### config.mk
export PLATFORM = sky130hd
export DESIGN_NAME = mem_stage_sram_ctrl
export DESIGN_NICKNAME = d
export VERILOG_FILES = /design/src/rtl/mem_stage_sram_ctrl_pkg.sv /design/src/rtl/mem_stage_sram_ctrl_wbuf.sv /design/src/rtl/mem_stage_sram_ctrl.sv
export SDC_FILE = /design/constraint.sdc
export NUM_CORES = 1
export LEC_CHECK = 0
export CELL_PAD_IN_SITES_DETAIL_PLACEMENT = 0
export CELL_PAD_IN_SITES_GLOBAL_PLACEMENT = 2
export CORE_MARGIN = 10
export CORE_UTILIZATION = 21
export CTS_CLUSTER_DIAMETER = 150
export DETAILED_ROUTE_END_ITERATION = 10
export GPL_ROUTABILITY_DRIVEN = 0
export PLACE_DENSITY_LB_ADDON = 0.1
export SYNTH_ARGS = -nofsm -noshare
export SYNTH_HDL_FRONTEND = slang
export SYNTH_SLANG_ARGS = --single-unit
### constraint.sdc
create_clock -name clk -period 1.7 [get_ports clk]
set_clock_uncertainty 0.15 [all_clocks]
set_input_delay 0.255 -clock clk [delete_from_list [all_inputs] [get_ports clk]]
set_output_delay 0.255 -clock clk [all_outputs]
set_load 0.03 [all_outputs]
### src/rtl/mem_stage_sram_ctrl_pkg.sv
// Shared definitions for the MEM-stage SRAM controller: datapath width,
// FSM state encoding and halfword-select constants.
`ifndef MAX_LENGTH
`define MAX_LENGTH 32
`endif

package mem_stage_sram_ctrl_pkg;

  typedef enum logic [1:0] {
    IDLE = 2'd0,
    LOW  = 2'd1,
    HIGH = 2'd2,
    DONE = 2'd3
  } state_e;

  localparam logic HALF_LO = 1'b0;
  localparam logic HALF_HI = 1'b1;

endpackage

### src/rtl/mem_stage_sram_ctrl_wbuf.sv
// One-entry posted-store buffer (valid, addr, data); only present when
// MEM_WRITE_BUFFER_EN is defined. Clear wins over load.
`ifdef MEM_WRITE_BUFFER_EN
module mem_write_buffer #(
  parameter int unsigned ADDR_W = 32,
  parameter int unsigned DATA_W = 32
) (
  input  logic              clk_i,
  input  logic              load_i,
  input  logic              clear_i,
  input  logic [ADDR_W-1:0] addr_i,
  input  logic [DATA_W-1:0] data_i,
  output logic              valid_o,
  output logic [ADDR_W-1:0] addr_o,
  output logic [DATA_W-1:0] data_o
);

  logic              valid_q;
  logic [ADDR_W-1:0] addr_q;
  logic [DATA_W-1:0] data_q;

  always_ff @(posedge clk_i) begin
    if (clear_i) begin
      valid_q <= 1'b0;
      addr_q  <= '0;
      data_q  <= '0;
    end else if (load_i) begin
      valid_q <= 1'b1;
      addr_q  <= addr_i;
      data_q  <= data_i;
    end
  end

  assign valid_o = valid_q;
  assign addr_o  = addr_q;
  assign data_o  = data_q;

endmodule
`endif

### src/rtl/mem_stage_sram_ctrl.sv
// MEM-stage controller: splits each 32-bit load/store into two 16-bit SRAM
// accesses (low half first). Define MEM_WRITE_BUFFER_EN to post stores.
module mem_stage_sram_ctrl
  import mem_stage_sram_ctrl_pkg::*;
#(
  parameter int unsigned SRAM_ADDR_W = 18
) (
  input  logic                   clk,
  input  logic                   reset,
  input  logic                   mem_r_en,
  input  logic                   mem_w_en,
  input  logic [`MAX_LENGTH-1:0] address,
  input  logic [`MAX_LENGTH-1:0] st_value,
  output logic [`MAX_LENGTH-1:0] mem_read_value,
  output logic                   ready,
  output logic                   sram_req,
  output logic                   sram_we,
  output logic [SRAM_ADDR_W-1:0] sram_addr,
  output logic [15:0]            sram_wdata,
  input  logic [15:0]            sram_rdata,
  input  logic                   sram_ack
);

  state_e                 state_q;
  logic [15:0]            lo_q;
  logic [`MAX_LENGTH-1:0] rd_value_q;
  logic                   req_q;
  logic                   we_q;
  logic [SRAM_ADDR_W-1:0] addr_q;
  logic [15:0]            wdata_q;

  logic                   mem_req;
  logic                   load_op;
  logic                   posted;
  logic                   draining;
  logic [SRAM_ADDR_W-2:0] base;
  logic [15:0]            hi_data;
  logic                   unused_addr;

  assign mem_req     = mem_r_en | mem_w_en;
  assign load_op     = mem_r_en & ~mem_w_en;
  assign unused_addr = ^{address[`MAX_LENGTH-1:SRAM_ADDR_W+1], address[1:0]};

`ifdef MEM_WRITE_BUFFER_EN
  logic                   wb_valid;
  logic                   wb_clear;
  logic [`MAX_LENGTH-1:0] wb_addr;
  logic [`MAX_LENGTH-1:0] wb_data;
  logic                   unused_wb;

  assign posted   = (state_q == IDLE) & mem_w_en & ~wb_valid;
  assign wb_clear = reset | ((state_q == HIGH) & sram_ack & wb_valid);

  mem_write_buffer #(
    .ADDR_W(`MAX_LENGTH),
    .DATA_W(`MAX_LENGTH)
  ) u_wbuf (
    .clk_i  (clk),
    .load_i (posted),
    .clear_i(wb_clear),
    .addr_i (address),
    .data_i (st_value),
    .valid_o(wb_valid),
    .addr_o (wb_addr),
    .data_o (wb_data)
  );

  // During a drain the live inputs already belong to the next instruction,
  // so the upper half must come from the buffer entry.
  assign draining  = wb_valid;
  assign base      = draining ? wb_addr[SRAM_ADDR_W:2] : address[SRAM_ADDR_W:2];
  assign hi_data   = draining ? wb_data[`MAX_LENGTH-1:16] : st_value[`MAX_LENGTH-1:16];
  assign unused_wb = ^{wb_addr[`MAX_LENGTH-1:SRAM_ADDR_W+1], wb_addr[1:0], wb_data[15:0]};
`else
  assign posted   = 1'b0;
  assign draining = 1'b0;
  assign base     = address[SRAM_ADDR_W:2];
  assign hi_data  = st_value[`MAX_LENGTH-1:16];
`endif

  always_comb begin
    ready = 1'b1;
    unique case (state_q)
      IDLE:      ready = ~mem_req | posted;
      LOW, HIGH: ready = draining & ~mem_req;
      DONE:      ready = 1'b1;
    endcase
  end

  always_ff @(posedge clk) begin
    if (reset) begin
      state_q    <= IDLE;
      lo_q       <= '0;
      rd_value_q <= '0;
      req_q      <= 1'b0;
      we_q       <= 1'b0;
      addr_q     <= '0;
      wdata_q    <= '0;
    end else begin
      unique case (state_q)
        IDLE: begin
          if (mem_req) begin
            state_q <= LOW;
            req_q   <= 1'b1;
            we_q    <= mem_w_en;
            addr_q  <= {address[SRAM_ADDR_W:2], HALF_LO};
            wdata_q <= st_value[15:0];
          end
        end
        LOW: begin
          if (sram_ack) begin
            state_q <= HIGH;
            lo_q    <= sram_rdata;
            addr_q  <= {base, HALF_HI};
            wdata_q <= hi_data;
          end
        end
        HIGH: begin
          if (sram_ack) begin
            req_q <= 1'b0;
            if (draining) begin
              state_q <= IDLE;
            end else begin
              state_q <= DONE;
              if (load_op) rd_value_q <= {sram_rdata, lo_q};
            end
          end
        end
        DONE: state_q <= IDLE;
      endcase
    end
  end

  assign mem_read_value = rd_value_q;
  assign sram_req       = req_q;
  assign sram_we        = we_q;
  assign sram_addr      = addr_q;
  assign sram_wdata     = wdata_q;

endmodule

[Yosys cells after proc, flatten, opt, wreduce, memory -nomap -nowiden]
Cells that the tools add are included.
Word-level totals
  flip-flop bits (word level): 86
  latch bits: 0
  memory bits (writable): 0
  memory bits (read-only): 0
  input port bits: 85
  output and inout port bits: 69
  memories: 0
Cells by class
  add/sub/neg operators: 0
  $mul: 0
  div/mod/pow operators: 0
  magnitude comparators: 0
  eq/ne operators: 6
  shifts and indexed selects: 0
  mux-type cells: 14
  bitwise logic cells: 4
  reduce and logical (&&, ||, !) cells: 10
Operator list (number)
  two-way mux 18 bit: 2
  one-hot mux 18 bit (2 select lines): 1
  two-way mux 16 bit: 2
  one-hot mux 16 bit (2 select lines): 1
  AND reduction 3 bit: 4
  one-hot mux 2 bit (4 select lines): 1
  two-way mux 2 bit: 3
  inequality test 2 bit, second input constant: 3
  equality test 2 bit, second input constant: 2
  AND reduction 2 bit: 2
  nonzero test 2 bit: 2
  one-hot mux 1 bit (3 select lines): 1
  equality test 2 x 1 -> 1 bit, second input constant: 1
  zero test 2 bit: 1
  two-way mux 1 bit: 2
  NOT 1 bit: 2
  one-hot mux 1 bit (2 select lines): 1
  OR reduction 2 bit: 1
  AND 1 bit: 1
  bitwise OR 1 bit: 1

[Logic depth before layout (Yosys ltp)]
  depth after elaboration: 3
  depth in mapped cells: 7
  mapped depth without buffers: 5

[Worst setup path before layout]
OpenSTA, ideal clock, no wires.
  kind: reg-to-output
  from: register state_q[0]
  to: output port ready
  data arrival time: 1.660 ns
  data required time: 1.295 ns
  slack: -0.365 ns
  stages on the path, launching flop included: 7
  path buffers: 2
  cell sequence: dfxtp_1 -> inv_1 -> ha_1 -> or3b_1 -> buf_2 -> buf_2 -> o21ai_0
On the way
  longest elaborated chain between the ends: 3
RTL lines
  start: declaration: RTL line mem_stage_sram_ctrl.sv:24  | state_e state_q;
  start signal: assignment: RTL line mem_stage_sram_ctrl.sv:92  | state_q <= IDLE;
  start signal: assignment: RTL line mem_stage_sram_ctrl.sv:103  | state_q <= LOW;
  start signal: assignment: RTL line mem_stage_sram_ctrl.sv:112  | state_q <= HIGH;
  equality test 2 bit or equality test 2 x 1 -> 1 bit (tied branches): RTL line mem_stage_sram_ctrl.sv:83  | unique case (state_q)
  OR reduction 2 bit: RTL line mem_stage_sram_ctrl.sv:83
  one-hot mux 1 bit (3 select lines) (*): RTL line mem_stage_sram_ctrl.sv:83
  end: declaration: RTL line mem_stage_sram_ctrl.sv:15  | output logic ready,
Mark *: on every way between the ends. The rest lies on a longest branch, timed or not.

[Worst setup path in the final report]
Same ends and word-level chain as after synthesis.

==> impl_metrics.yaml <==
power_and_ir_drop:
  ir_drop_v: 0.000520
  power.static_leakage_nw: 2.40
  p_per_area_mw_per_mm2: 1500
global_route:
  track_usage: 0.108
  grt_max_degree: 55
  grt_pass1_wl_microns: 18800
  grt_pass1_vias: 3291
  antenna_found_initial: 0
  grt_overflow: 0
critical_path:
  end_kind: "primary output"
  critPathLaunchType: "flop"
  critical_path.max_stage_delay_ns: 0.38
  critPathRequiredTime_ns: 1.29
  critPathMaxFanout: 2
  crit_arrival_ns: 1.58
  crit_path_top_delay_cell: "or3b_4"
  worstSetupPathType: "flop to primary output"
  crit_top_cell: "buf_6"
  crit_chain: "inv_2 -> ha_4 -> or3b_4 -> buf_6 -> o21ai_4 -> buf_6"
cells_and_area:
  n_fill_cell: 1723
  finalInstanceArea_sq_mm: 0.00585
  syn_to_final_growth_pct: 65.5
  diodes: 0
  drive_above_1_share: 0.153
  finalNetCount: 635
  final_cells: 770
clock_network:
  insertion_delay_ns: 0.34
  htree_levels: 3
  cts_tree: "yes"
  cts_buffer_depth: 2
  root_buffer: "clkbuf_16"
  cts_sinks: 86
  clk_pin_slew_ns: 0.06
  cts_hold_buf: 0
  cts_inserted_buffers: 9
route:
  first_pass_iters: 6
  route.detailed.drc: 0
  totalWireLength_microns: 12300
  vias: 3182
  drt_iter0_markers: 90
  via_per_inst: 4.13
  drt-wirelength-per-cell_microns: 15.9
  antenna_left: 0
timing:
  fmax_mhz: 504
  rsz0062_at_grt: "true"
  fin_crit_sh: 1.17
  setup_viol: 35
  fin_crit_ns: 1.98
  relSlewSlack: 0.757
  setup_slack_ns: -0.284
  drv_slew: 0
  worstMarginPinSlew_ns: 0.367
  final_hold_viol_count: 0
placement:
  hpwl_microns: 8370
  place_area_sq_mm: 0.00532
  port_buffers: 138
  dp_cells: 743
job:
  max_cap_violations: 0
yosys:
  yosysWarnings: 0
  ys_ff_latch: 86
  avgSynthCellArea_sq_um: 8.95
  synth-seq-area-share: 0.487
  synth_area_sq_mm: 0.00353
  synth_fp_nets: 484
  synth_cell_types: 24
  synth_cells: 395
floorplan:
  initial_core_util: 0.214
  rows: 47
  die_h_microns: 150
  die-area_sq_mm: 0.0224
  pin_count: 154
  core_sq_mm: 0.0165
  die_x_microns: 150
status:
  outcome: "complete, but fails checks"
  violations: "negative setup slack"
hold_path:
  hold_class: "input port to flop"
[kinds of logic (layout without fill, tap and decap cells)]
group | count (synthesis) | after routing | share of synthesized area
and+or+nand+nor | 146 | 146 | 0.188
AOI/OAI and AO/OA | 90 | 90 | 0.164
DFF | 86 | 86 | 0.487
muxes | 35 | 35 | 0.0995
buffers and inverters | 34 | 189 | 0.0474
adders and majority gates | 4 | 4 | 0.0142
[power breakdown]
| part | total, mW | switching [mW] | internal [mW] |
|---|---|---|---|
| clock | 2.02 | 0.848 | 1.17 |
| combinational | 4.14 | 2.15 | 1.99 |
| sequential | 2.61 | 0.192 | 2.42 |
[cell usage after synthesis]
library cell | number | area, sq um
clkbuf_1 | 18 | 67.6
mux2_2 | 1 | 11.3
or3b_1 | 1 | 8.76
nor2_1 | 2 | 7.51
inv_1 | 3 | 11.3
buf_1 | 1 | 3.75
a22oi_1 | 1 | 7.51
nand2_1 | 100 | 375
and2_1 | 2 | 12.5
buf_6 | 4 | 45.0
nor3_1 | 2 | 10.0
a211oi_1 | 1 | 7.51
ha_1 | 4 | 50.1
o21ai_0 | 4 | 20.0
mux2i_1 | 34 | 340
o311ai_0 | 1 | 8.76
dfxtp_1 | 86 | 1720
nor2b_1 | 1 | 6.26
a21oi_1 | 67 | 335
a211oi_2 | 16 | 200
nand4b_1 | 1 | 8.76
nand2b_1 | 36 | 225
buf_2 | 8 | 40.0
and4b_1 | 1 | 10.0
[state kept, by name, indices dropped and copies added, names as in the netlist]
register / count
sram_wdata: 16
sram_addr: 18
mem_read_value: 32
state_q: 2
sram_we: 1
lo_q: 16
sram_req: 1
[stage by stage]
| stage | worst slack, ns | utilization | setup TNS (ns) | total power [mW] | hold WS (ns) |
|---|---|---|---|---|---|
| after floorplan | -0.0384 | - | -1.09 | 4.96 | 0.241 |
| after global placement | -0.211 | 0.322 | -10.21 | 6.33 | 0.292 |
| after detailed placement | -0.222 | 0.322 | -10.11 | 6.35 | 0.297 |
| after CTS | -0.305 | 0.349 | -5.64 | 8.94 | 0.219 |
| after global routing | -0.347 | 0.354 | -8.40 | 9.35 | 0.234 |
| final | -0.284 | 0.354 | -6.04 | 8.77 | 0.209 |
[cells in the final DEF, fill, tap and decap left out, drive strengths merged]
| cell type | count |
|---|---|
| nand2 | 100 |
| dfxtp | 86 |
| clkdlybuf4s50 | 68 |
| dlygate4sd2 | 67 |
| a21oi | 67 |
| nand2b | 36 |
| mux2i | 34 |
| buf | 33 |
| a211oi | 17 |
| clkbuf | 13 |
| inv | 4 |
| o21ai | 4 |
| ha | 4 |
| nor2 | 2 |
| nor3 | 2 |
| clkinvlp | 2 |
| and2 | 2 |
| or3b | 1 |
| and4b | 1 |
| nand4b | 1 |
| nor2b | 1 |
| mux2 | 1 |
| o311ai | 1 |
| a22oi | 1 |
| clkinv | 1 |
| bufinv | 1 |
[worst paths after layout]
| check | from | end | slack (ns) | cells after the start |
|---|---|---|---|---|
| max | state_q[0] | ready | -0.28 | 6 |
| min | reset | mem_read_value[31] | 0.21 | 3 |
| max reg2reg | state_q[0] | sram_wdata[3] | -0.25 | 8 |
| min reg2reg | mem_read_value[7] | mem_read_value[7] | 0.30 | 2 |
[final cells by class]
| type | count | area [sq um] | share of cell area |
|---|---|---|---|
| Multi-Input combinational cell | 275 | 1730 | 0.295 |
| Sequential cell | 86 | 1720 | 0.295 |
| Inverter | 3 | 11.3 | 0.00193 |
| Clock inverter | 5 | 58.8 | 0.0101 |
| Clock buffer | 10 | 239 | 0.0409 |
| Tap cell | 220 | 275 | 0.0471 |
| Timing Repair Buffer | 171 | 1810 | 0.310 |
[worst max-delay path, delay by kind of cell (launching register included)]
kind,cells,cell delay [ns]
adder cells (fa/ha/maj),1,0.14
buffers and inverters,3,0.35
AO/OA/AOI/OAI,1,0.05
flip-flops,1,0.32
AND/OR/NAND/NOR,1,0.38
[layer usage]
layer / vias up / track usage / share of wire
met5: - / 0 / 0
met4: 0 / 0.0452 / 0.017
met3: 13 / 0.0477 / 0.093
met2: 82 / 0.163 / 0.45
met1: 1451 / 0.132 / 0.44
li1: 1636 / - / -
[repair_timing]
action,4_1_cts,5_1_grt
resized for setup,87,6
buffers inserted,6,0
pin swaps,2,2
cloned,4,3
endpoints found under the setup margin,103,50
(Power assumes the default switching activity.)
==> variant: new RTL, same settings <==
Add a define of `MEM_WRITE_BUFFER_EN`.
--- a/src/rtl/mem_stage_sram_ctrl_wbuf.sv
+++ b/src/rtl/mem_stage_sram_ctrl_wbuf.sv
@@ -1,5 +1,7 @@
 // One-entry posted-store buffer (valid, addr, data); only present when
 // MEM_WRITE_BUFFER_EN is defined. Clear wins over load.
+`define MEM_WRITE_BUFFER_EN
+
 `ifdef MEM_WRITE_BUFFER_EN
 module mem_write_buffer #(
   parameter int unsigned ADDR_W = 32,
Behaviour: not the same (a bounded check fails within 4 cycles, from zero or initial values and one cycle with reset high).
==> variant against the unedited design <==
  * The run still ends with negative setup slack left
  * Sequential share of layout area decreased by 1.7 points
  * Wire length increased by 68%
  * Clock power increased by 100%
  * Maximum frequency decreased by 4.3%
  * Total power increased by 78%
  * Worst setup slack got worse by 0.090 ns
  * Area after synthesis increased by 42%
  * Critical path depth decreased by 1
  * Sequential power increased by 49%
  * Cell area increased by 48%
  * Highest routed layer is now met5
  * Sequential cell count increased by 34
==> variant: results <==
status:
  outcome: "finished, violations left"
  violations: "negative setup slack"
global_routing:
  grt_max_degree: 40
  grt_pass1_wl_um: 30400
place:
  place_hpwl_um: 12600
layout:
  dominant_cells: "multi-input combinational cells"
  fin_nets: 858
  fillers: 2372
  buffers_excl_clock: 208
  seq-cell-share: 0.277
  multi_input_cells: 416
  fin_cells: 1100
yosys:
  synth_compound_area_frac: 0.202
  synth_nets: 688
  avgSynthCellArea_sq_um: 8.39
  synth-seq-cells: 120
  synth_mux_area_frac: 0.0721
  yosys-top-cells-count: "dfxtp_1 (120), nand2_1 (120), a21oi_1 (104)"
detailed_routing:
  dr.pass1.iters: 4
  post_drt_wl_per_cell_um: 18.8
  drt_iter0_markers: 195
  avgViaCountPerCell: 4.61
clock_network:
  cts_inserted_buffers: 17
worst_setup_path:
  timing.rr.start: "state_q[1]"
  path_max_fanout: 3
  worstRegToRegCells: 10
  r2r_end: "sram_addr[12]"
  worstSetupStartpoint: "state_q[1]"
timing:
  setup_viol: 38
  fin_ws_ns: -0.374
pwr:
  p_leak_nw: 3.33
variant: cell types whose count changed after synthesis, moves of 11 or more:
cell / before / now
a311oi_1: 0 / 19
nand2_1: 100 / 120
dfxtp_1: 86 / 120
mux2_2: 1 / 17
nand3_1: 0 / 49
a211oi_2: 16 / 0
o22ai_1: 0 / 16
nand2b_1: 36 / 16
buf_2: 8 / 21
a21oi_1: 67 / 104
o21ai_0: 4 / 30
mux2i_1: 34 / 17
clkbuf_1: 18 / 29
variant: report_power, final:
group	total [mW]	leakage [nW]	switching, mW	internal (mW)
logic	7.67	2.04	4.02	3.65
registers	3.90	0.981	0.437	3.47
clock network	4.04	0.309	1.35	2.68
variant: worst min-delay path by stage:
stage                 startpoint                 to  slack, ns  cells after the start
2_1_floorplan       st_value[16]  u_wbuf.data_o[16]       0.24                      2
3_3_place_gp   u_wbuf.data_o[29]  u_wbuf.data_o[29]       0.29                      2
6_report                   reset     u_wbuf.valid_o       0.16                      3
3_5_place_dp   u_wbuf.addr_o[11]  u_wbuf.addr_o[11]       0.30                      2
4_1_cts                    reset     u_wbuf.valid_o       0.13                      3
5_1_grt                    reset     u_wbuf.valid_o       0.16                      3
variant: critical path: stages, from the launching register on:
cell,delay (ns)
dfxtp_2,0.35
inv_4,0.05
buf_4,0.13
ha_4,0.16
o32a_4,0.40
buf_12,0.14
variant: routing by layer:
layer  vias to the layer above  GRT usage  routed length, um
met1                      2490      0.159               9430
met3                        16     0.0449               1220
li1                       2448          -                  -
met2                       108      0.199               9810
met5                         -          0                 32
met4                         4     0.0353                148
variant: repair_timing:
action                                 CTS  global route
setup endpoints to repair              111           118
pin swaps                               30            33
gates resized for setup                131            75
setup buffers                           10             6
gates cloned                             5             9
endpoints found under the hold margin    0             0
